File: src/rtl/lcd_timing_pkg.sv
// Shared timing defaults, counter widths and sync polarity encoding for the LCD timing generator.
package lcd_timing_pkg;

  localparam int DEF_H_ACTIVE = 800;
  localparam int DEF_H_FP     = 210;
  localparam int DEF_H_SYNC   = 20;
  localparam int DEF_H_BP     = 26;
  localparam int DEF_V_ACTIVE = 480;
  localparam int DEF_V_FP     = 22;
  localparam int DEF_V_SYNC   = 10;
  localparam int DEF_V_BP     = 13;
  localparam int DEF_PIPE_DLY = 3;

  localparam bit SYNC_ACTIVE_LOW  = 1'b0;
  localparam bit SYNC_ACTIVE_HIGH = 1'b1;

  localparam int H_CNT_W = 11;
  localparam int V_CNT_W = 10;
  localparam int X_W     = 10;
  localparam int Y_W     = 9;

  // Syncs are carried active-high internally; polarity is applied only at the pins.
  typedef struct packed {
    logic hsync;
    logic vsync;
    logic de;
  } sync_bus_t;

  function automatic logic apply_pol(logic raw, bit pol);
    return (pol == SYNC_ACTIVE_HIGH) ? raw : ~raw;
  endfunction

endpackage

File: src/rtl/lcd_delay_line.sv
// Enable-gated shift register that delays the sync/DE bundle to match downstream pixel latency.
module lcd_delay_line #(
  parameter int WIDTH = 3,
  parameter int DEPTH = 3
) (
  input  logic             clk,
  input  logic             rst_n,
  input  logic             en_i,
  input  logic [WIDTH-1:0] d_i,
  output logic [WIDTH-1:0] q_o
);

  generate
    if (DEPTH == 0) begin : g_bypass
      logic unused_ctrl;
      assign unused_ctrl = ^{clk, rst_n, en_i};
      assign q_o = d_i;
    end else begin : g_shift
      logic [WIDTH-1:0] stage_q [DEPTH];

      always_ff @(posedge clk or negedge rst_n) begin
        if (!rst_n) begin
          for (int i = 0; i < DEPTH; i++) stage_q[i] <= '0;
        end else if (en_i) begin
          stage_q[0] <= d_i;
          for (int i = 1; i < DEPTH; i++) stage_q[i] <= stage_q[i-1];
        end
      end

      assign q_o = stage_q[DEPTH-1];
    end
  endgenerate

endmodule

File: src/rtl/lcd_timing_gen.sv
// LCD panel timing generator: pixel/line counters, active-area coordinates, delayed syncs and DE.
module lcd_timing_gen
  import lcd_timing_pkg::*;
#(
  parameter int H_ACTIVE = DEF_H_ACTIVE,
  parameter int H_FP     = DEF_H_FP,
  parameter int H_SYNC   = DEF_H_SYNC,
  parameter int H_BP     = DEF_H_BP,
  parameter int V_ACTIVE = DEF_V_ACTIVE,
  parameter int V_FP     = DEF_V_FP,
  parameter int V_SYNC   = DEF_V_SYNC,
  parameter int V_BP     = DEF_V_BP,
  parameter bit SYNC_POL = SYNC_ACTIVE_LOW,
  parameter int PIPE_DLY = DEF_PIPE_DLY
) (
  input  logic           clk,
  input  logic           rst_n,
  input  logic           pix_ce,
  output logic [X_W-1:0] x,
  output logic [Y_W-1:0] y,
  output logic           hsync,
  output logic           vsync,
  output logic           de,
  output logic           frame_start,
  output logic           line_start
);

  localparam int H_TOTAL = H_ACTIVE + H_FP + H_SYNC + H_BP;
  localparam int V_TOTAL = V_ACTIVE + V_FP + V_SYNC + V_BP;

  localparam logic [H_CNT_W-1:0] H_LAST     = H_CNT_W'(H_TOTAL - 1);
  localparam logic [H_CNT_W-1:0] H_ACT_END  = H_CNT_W'(H_ACTIVE);
  localparam logic [H_CNT_W-1:0] HS_START   = H_CNT_W'(H_ACTIVE + H_FP);
  localparam logic [H_CNT_W-1:0] HS_END     = H_CNT_W'(H_ACTIVE + H_FP + H_SYNC);
  localparam logic [V_CNT_W-1:0] V_LAST     = V_CNT_W'(V_TOTAL - 1);
  localparam logic [V_CNT_W-1:0] V_ACT_END  = V_CNT_W'(V_ACTIVE);
  localparam logic [V_CNT_W-1:0] VS_START   = V_CNT_W'(V_ACTIVE + V_FP);
  localparam logic [V_CNT_W-1:0] VS_END     = V_CNT_W'(V_ACTIVE + V_FP + V_SYNC);

  // The counters point at the pixel that the next enabled cycle presents on the outputs.
  logic [H_CNT_W-1:0] h_cnt_q, h_cnt_d;
  logic [V_CNT_W-1:0] v_cnt_q, v_cnt_d;
  logic [X_W-1:0]     x_q, x_d;
  logic [Y_W-1:0]     y_q, y_d;
  logic               frame_start_q, line_start_q;
  logic               h_wrap, v_wrap, h_act, v_act;
  sync_bus_t          raw_q, raw_d, dly;

  always_comb begin
    h_wrap  = (h_cnt_q == H_LAST);
    v_wrap  = (v_cnt_q == V_LAST);
    h_cnt_d = h_wrap ? '0 : h_cnt_q + 1'b1;
    v_cnt_d = v_cnt_q;
    if (h_wrap) v_cnt_d = v_wrap ? '0 : v_cnt_q + 1'b1;

    h_act = (h_cnt_q < H_ACT_END);
    v_act = (v_cnt_q < V_ACT_END);
    x_d   = h_act ? h_cnt_q[X_W-1:0] : '0;
    y_d   = v_act ? v_cnt_q[Y_W-1:0] : '0;

    raw_d.hsync = (h_cnt_q >= HS_START) && (h_cnt_q < HS_END);
    raw_d.vsync = (v_cnt_q >= VS_START) && (v_cnt_q < VS_END);
    raw_d.de    = h_act && v_act;
  end

  // Pulses last a single clock even when pix_ce stays low afterwards.
  always_ff @(posedge clk or negedge rst_n) begin
    if (!rst_n) begin
      h_cnt_q       <= '0;
      v_cnt_q       <= '0;
      x_q           <= '0;
      y_q           <= '0;
      frame_start_q <= 1'b0;
      line_start_q  <= 1'b0;
      raw_q         <= '0;
    end else if (pix_ce) begin
      h_cnt_q       <= h_cnt_d;
      v_cnt_q       <= v_cnt_d;
      x_q           <= x_d;
      y_q           <= y_d;
      frame_start_q <= (h_cnt_q == '0) && (v_cnt_q == '0);
      line_start_q  <= (h_cnt_q == '0);
      raw_q         <= raw_d;
    end else begin
      frame_start_q <= 1'b0;
      line_start_q  <= 1'b0;
    end
  end

  lcd_delay_line #(
    .WIDTH ($bits(sync_bus_t)),
    .DEPTH (PIPE_DLY)
  ) u_delay (
    .clk   (clk),
    .rst_n (rst_n),
    .en_i  (pix_ce),
    .d_i   (raw_q),
    .q_o   (dly)
  );

  assign x           = x_q;
  assign y           = y_q;
  assign frame_start = frame_start_q;
  assign line_start  = line_start_q;
  assign de          = dly.de;
  assign hsync       = apply_pol(dly.hsync, SYNC_POL);
  assign vsync       = apply_pol(dly.vsync, SYNC_POL);

endmodule

File: config.mk
export PLATFORM = sky130hd
export DESIGN_NAME = lcd_timing_gen
export DESIGN_NICKNAME = d
export VERILOG_FILES = /design/src/rtl/lcd_timing_pkg.sv /design/src/rtl/lcd_delay_line.sv /design/src/rtl/lcd_timing_gen.sv
export SDC_FILE = /design/constraint.sdc
export NUM_CORES = 1
export LEC_CHECK = 0
export BUFFER_PORTS_ARGS = -buffer_cell sky130_fd_sc_hd__buf_4
export CORE_UTILIZATION = 49
export CTS_CLUSTER_SIZE = 20
export DETAILED_ROUTE_END_ITERATION = 6
export GPL_TIMING_DRIVEN = 0
export HOLD_SLACK_MARGIN = 0.08
export PLACE_DENSITY = 0.71
export SLEW_MARGIN = 0
export SYNTH_ARGS = -nofsm -noshare
export SYNTH_HDL_FRONTEND = slang
export SYNTH_SLANG_ARGS = --single-unit
File: constraint.sdc
create_clock -name clk -period 1.4 [get_ports clk]
set_input_delay 0 -clock clk [delete_from_list [all_inputs] [get_ports clk]]
set_output_delay 0 -clock clk [all_outputs]
set_load 0.005 [all_outputs]
# == Word-level counts from Yosys, hierarchy flattened ==
# Index checks and enable logic that the tools add are counted.
# word_totals
ff_bits,54
out_inout_bits,24
mem_bits_rw,0
rom_bits,0
n_memories,0
latchBits,0
# classes
bitwise,2
add_sub_neg,2
muxes,6
n_reduce_logical,7
n_mul,0
eq_ne,2
magnitude_cmp,6
div,0
shift,0
# op_table
op,count
10-bit 2-to-1 mux,2
"11-bit by 1-bit adder with 11-bit output, second input constant",1
"11-bit == test, second input constant",1
"11-bit by 10-bit greater-or-equal comparator with 1-bit output, second input constant",1
11-bit zero test,1
"11-bit by 10-bit less-than comparator with 1-bit output, second input constant",1
"11-bit less-than comparator, second input constant",1
11-bit 2-to-1 mux,1
"10-bit by 1-bit adder with 10-bit output, second input constant",1
"10-bit == test, second input constant",1
"10-bit by 9-bit greater-or-equal comparator with 1-bit output, second input constant",1
10-bit zero test,1
"10-bit less-than comparator, second input constant",1
"10-bit by 9-bit less-than comparator with 1-bit output, second input constant",1
9-bit 2-to-1 mux,1
1-bit logical AND,4
1-bit 2-to-1 mux,2
1-bit NOT,2
2-bit AND reduction,1

# == Logic depth before layout (Yosys ltp) ==
# logic_depth
word_depth,3
mapped_depth,7
mapped_depth_nobuf,6

# == Cells and area by module ==
# A second synthesis with hierarchy kept.
# hier_totals
cells_unflattened,247
hier_area_um2,2502.4
# by_module_without_submodules
module,cells_per_inst,seq_area_each_um2,area_per_inst_um2,n_inst
lcd_timing_gen,225,1126.1,2108.3,1
lcd_delay_line,22,225.2,394.1,1

# == Worst setup path after synthesis ==
# Ideal clock, no wire load.
# synth_timing
path_type,register -> register
start,register h_cnt_q[5]
end,register v_cnt_q[6]
synth_period_minus_slack_ns,1.559
arrival_ns,1.435
path_slack_ns,-0.159
required_time_ns,1.275
setup_ns,0.125
path_stages_with_launch,6
path_cell_list,dfrtp_1 > buf_6 > or3_4 > nor4_4 > nand3_1 > xnor2_1
# synth_between
elab_chain_cells,2
# synth_lines
item,line_no,rtl
start: declaration,lcd_timing_gen.sv:41,"logic [H_CNT_W-1:0] h_cnt_q, h_cnt_d;"
start signal: assignment,lcd_timing_gen.sv:77,h_cnt_q <= h_cnt_d;
11-bit == test,lcd_timing_gen.sv:50,h_wrap = (h_cnt_q == H_LAST);
2-bit AND reduction (no line),-,
end signal: assignment,lcd_timing_gen.sv:78,v_cnt_q <= v_cnt_d;
end: declaration,lcd_timing_gen.sv:42,"logic [V_CNT_W-1:0] v_cnt_q, v_cnt_d;"
# Every way passes these cells.
# A chain may end at the register's enable or synchronous reset.

# == Worst setup path in the final report ==
# layout_timing
start,register h_cnt_q[7]
end,register v_cnt_q[8]
# The elaborated chain is that of the path after synthesis.

==> summary.md <==
| Metric | Value |
|---|---|
| Outcome | `finished, violations left` |
| Failing checks | `negative setup slack` |
| Multiplexer area fraction after synthesis | `3.187%` |
| Final Cell Area | `3182 um2` |
| FF+latch count, synth | `54` |
| Maximum buffer depth of the clock tree | `2` |
| EDFF count, synth | `0` |
| RSZ-0062 raised after global routing | `true` |
| Avg Cell Area, Syn | `10.99 um2` |
| R2R cell count | `4` |
| Die width | `73.05 um` |
| Final Skew | `0.005678 ns` |
| Clock share of power | `24.6%` |
| Simple-Gate Fraction of Synth Area | `17.60%` |
| Cell Area, Synth | `2474 um2` |
| Origin of the worst setup path | `h_cnt_q[7]` |
| Diode count | `0` |
| Num ports | `27` |
| YS warnings | `0` |
| Leak Pwr | `1.474 nW` |
| Core area | `4786 um2` |
| DRT antenna net count | `0` |
| Top_reg_cell synth | `dfrtp_1` |
| Top cell type by total area after synthesis | `dfrtp_1` |
| Flop2flop setup slack | `-0.22 ns` |
| Sw Pwr | `1.053 mW` |
| Worst-path clk slew | `0.09 ns` |
| GP Congestion | `0.8673` |
| Initial antenna violation count | `0` |
| Worst path top cell family by delay | `simple AND/OR/NAND/NOR gates` |
| CTS tree | `built` |
| DRC viols | `0` |
| Overflow after GRT | `0` |
| Peak supply drop | `755.5 uV` |
| Iteration-0 DRC count of the detailed router | `165` |
| Crit Path Max Fanout | `4` |
| Data arrival time of the worst path | `1.81 ns` |
| Pin count of the biggest net entering global routing | `55` |
| F_max | `618.3 MHz` |
| Cell Area, Placed | `2783 um2` |
| Die ar. | `5336 um2` |
| Clock root cell | `clkbuf_8` |
| Count leader, synth | `dfrtp_1` |
| Post-Synth Adder-Cell Area | `2.023%` |
| Final Hold Vio Count | `0` |
| R2R Path Start | `h_cnt_q[7]` |
| PD cells | `1129 nW/um2` |
| Kind of critical path | `reg2reg` |
| Num CTS Buffers | `5` |
| Combinational family with the most area after synthesis | `simple AND/OR/NAND/NOR gates` |
| Avg WL per Cell | `15.76 um` |
| Drt total wl | `5.407 mm` |
| Hold Path Depth | `3` |
| Multi-input logic area | `1119 um2` |
| Drt first pass iters | `5` |
| Vias | `1888` |
| CP peak stage delay | `0.44 ns` |
| Post-synthesis compound-gate area fraction | `12.39%` |
| Initial Util | `51.69%` |
| Worst slew pin tran | `0.7209 ns` |
| Hold WS | `0.1511 ns` |
| GRT Util Overall | `21.74%` |
| Tmin final | `1.617 ns` |
| Mapped Nets | `232` |
| Fillers | `371` |
| Hold path startpoint | `pix_ce` |
| Reg power frac | `49.6%` |
| Synth unique cells | `38` |
| CP Launch Type | `flip-flop` |
| Critical Path, Cell by Cell | `or3_4 -> nor4_4 -> nand3_1 -> xnor2_1` |
| Synth top area share | `54.63%` |
| Cells after synthesis | `225` |
| Number of global-route vias before repair | `1829` |
| Post-DP HPWL | `3.266 mm` |
| Critical-path top delay cell | `dfrtp_2` |
| H-tree depth | `2` |
| CTS sink count | `54` |
| Sequential fraction of the synthesis area | `54.63%` |
| Post-synth ARST share | `100.0%` |
| Pins Over Slew Limit | `0` |
| Final period util | `115.5%` |
| Endpoint, Worst Hold | `y[8]` |
| Clk Latency, worst-skew pair | `0.31 ns` |
| CP required | `1.60 ns` |
| Layout cell share with drive strength beyond 1 | `39.13%` |
| Port Buffers | `26` |
| Worst setup EP type | `flip-flop` |
| Reg-to-Reg End | `v_cnt_q[8]` |
| Synth top area cells | `dfrtp_1 55%, o2bb2ai_1 3.9%, nand2_1 3.3%, a22o_1 3.2%, mux2_2 3.2%` |
| Hold Path Class | `in2reg` |
| XOR/XNOR Fraction of Synth Area | `3.895%` |
| Row count | `25` |
| Area growth, synth to finish | `28.63%` |
| Nets | `282` |
| Synth cell count leaders | `54 x dfrtp_1, 22 x nand2_1, 13 x nand3_1` |
| Gate power share | `25.7%` |
| First-pass GRT wire length | `8.707 mm` |
| Internal Power | `2.539 mW` |
| Sequential Area | `1360 um2` |
| Via-per-instance ratio | `5.504` |
| Max cap viols | `0` |
| Buf/Inv on CP | `0` |
| Die Ht | `73.05 um` |
| Final setup margin | `-0.2174 ns` |
| Slew margin rel. | `51.94%` |
| # setup viols final | `25` |
| Switching share of power | `29.32%` |
[per-layer routing]
layer / vias up / global-route usage, % / part of all wire [%] / wire length (um)
met1: 942 / 27.53 / 45 / 2408
li1: 900 / - / - / -
met4: 0 / 9.150 / 1.4 / 76
met3: 8 / 4.282 / 3.2 / 174
met5: - / 0 / 0 / 0
met2: 38 / 36.32 / 51 / 2748
[tightest hold or removal path, stage by stage]
cell and delay, ns:
buf_4 0.14, inv_1 0.13, a22o_1 0.15
[power groups by stage]
stage,logic (mW),clock network [mW],registers (mW)
floorplan,0.474,0,1.80
finish,0.924,0.885,1.78
detailed placement,0.722,0,1.81
global route,1.01,0.963,1.80
global placement,0.716,0,1.80
CTS,0.860,0.912,1.78
[cell type report]
type,count,share of cell area (%)
plain buffers,15,4.011
clock inverters,1,0.1573
clock buffers,7,2.713
repair buffers,46,11.29
inverters,11,1.298
multi-input cells,142,35.16
flip-flops and latches,54,42.74
well taps,67,2.635
[cell usage in the layout, fill, tap and decap left out, drive strengths merged, types with 2 or more instances in the layout]
cell type and n:
o21ai 8, nor2b 2, and4 5, buf 54, nand2 22, a22o 9
inv 11, and3 5, clkbuf 13, nor3b 3, nor4 3, ha 4
nand4 8, mux2 7, o31ai 2, a21oi 3, nand3 13, a31o 2
o2bb2ai 11, nor2 11, xor2 4, a31oi 3, dfrtp 54, xnor2 7
nor3 2
[through the flow]
step	worst slack, ns	setup TNS (ns)	instances	total power [mW]	util (%)
finish	-0.2174	-2.734	343	3.592	66.48
global route	-0.2904	-4.575	343	3.767	66.48
CTS	-0.2126	-2.551	338	3.553	64.05
detailed placement	-0.3600	-5.467	318	2.527	58.14
global placement	-0.3247	-5.064	318	2.517	58.14
floorplan	-0.1495	-1.525	225	2.272	-
[cells by family (layout without fill, tap and decap cells)]
kind of cell,Yosys count,after routing
adder cells (fa/ha/maj),4,4
flip-flops,54,54
AND/OR/NAND/NOR,79,79
buffers and inverters,29,80
AO/OA/AOI/OAI,41,41
XOR/XNOR,11,11
multiplexers,7,7
[repair_timing]
action                     in CTS  in global routing
gates resized for setup        22                 22
setup endpoints to repair      37                 39
hold endpoints to repair       54                  0
pin swaps                       4                 12
setup buffers                  12                  6
hold buffers                    1                  0
gates cloned                    1                  0
[state kept, by name, summed over array words and instances, names as in the netlist]
name	cells
frame_start	1
h_cnt_q	11
line_start	1
raw_q	3
u_delay.g_shift.stage_q	6
u_delay.q_o	3
v_cnt_q	10
x	10
y	9
[worst max-delay path by stage]
stage / endpoint / slack, ns / cells past startpoint
final: v_cnt_q[8] / -0.22 / 4
after global routing: v_cnt_q[8] / -0.29 / 4
after CTS: v_cnt_q[8] / -0.21 / 5
after detailed placement: v_cnt_q[9] / -0.36 / 6
after global placement: v_cnt_q[9] / -0.32 / 6
after floorplan: v_cnt_q[8] / -0.15 / 5
Note: power is estimated with default switching activity, not from simulation.
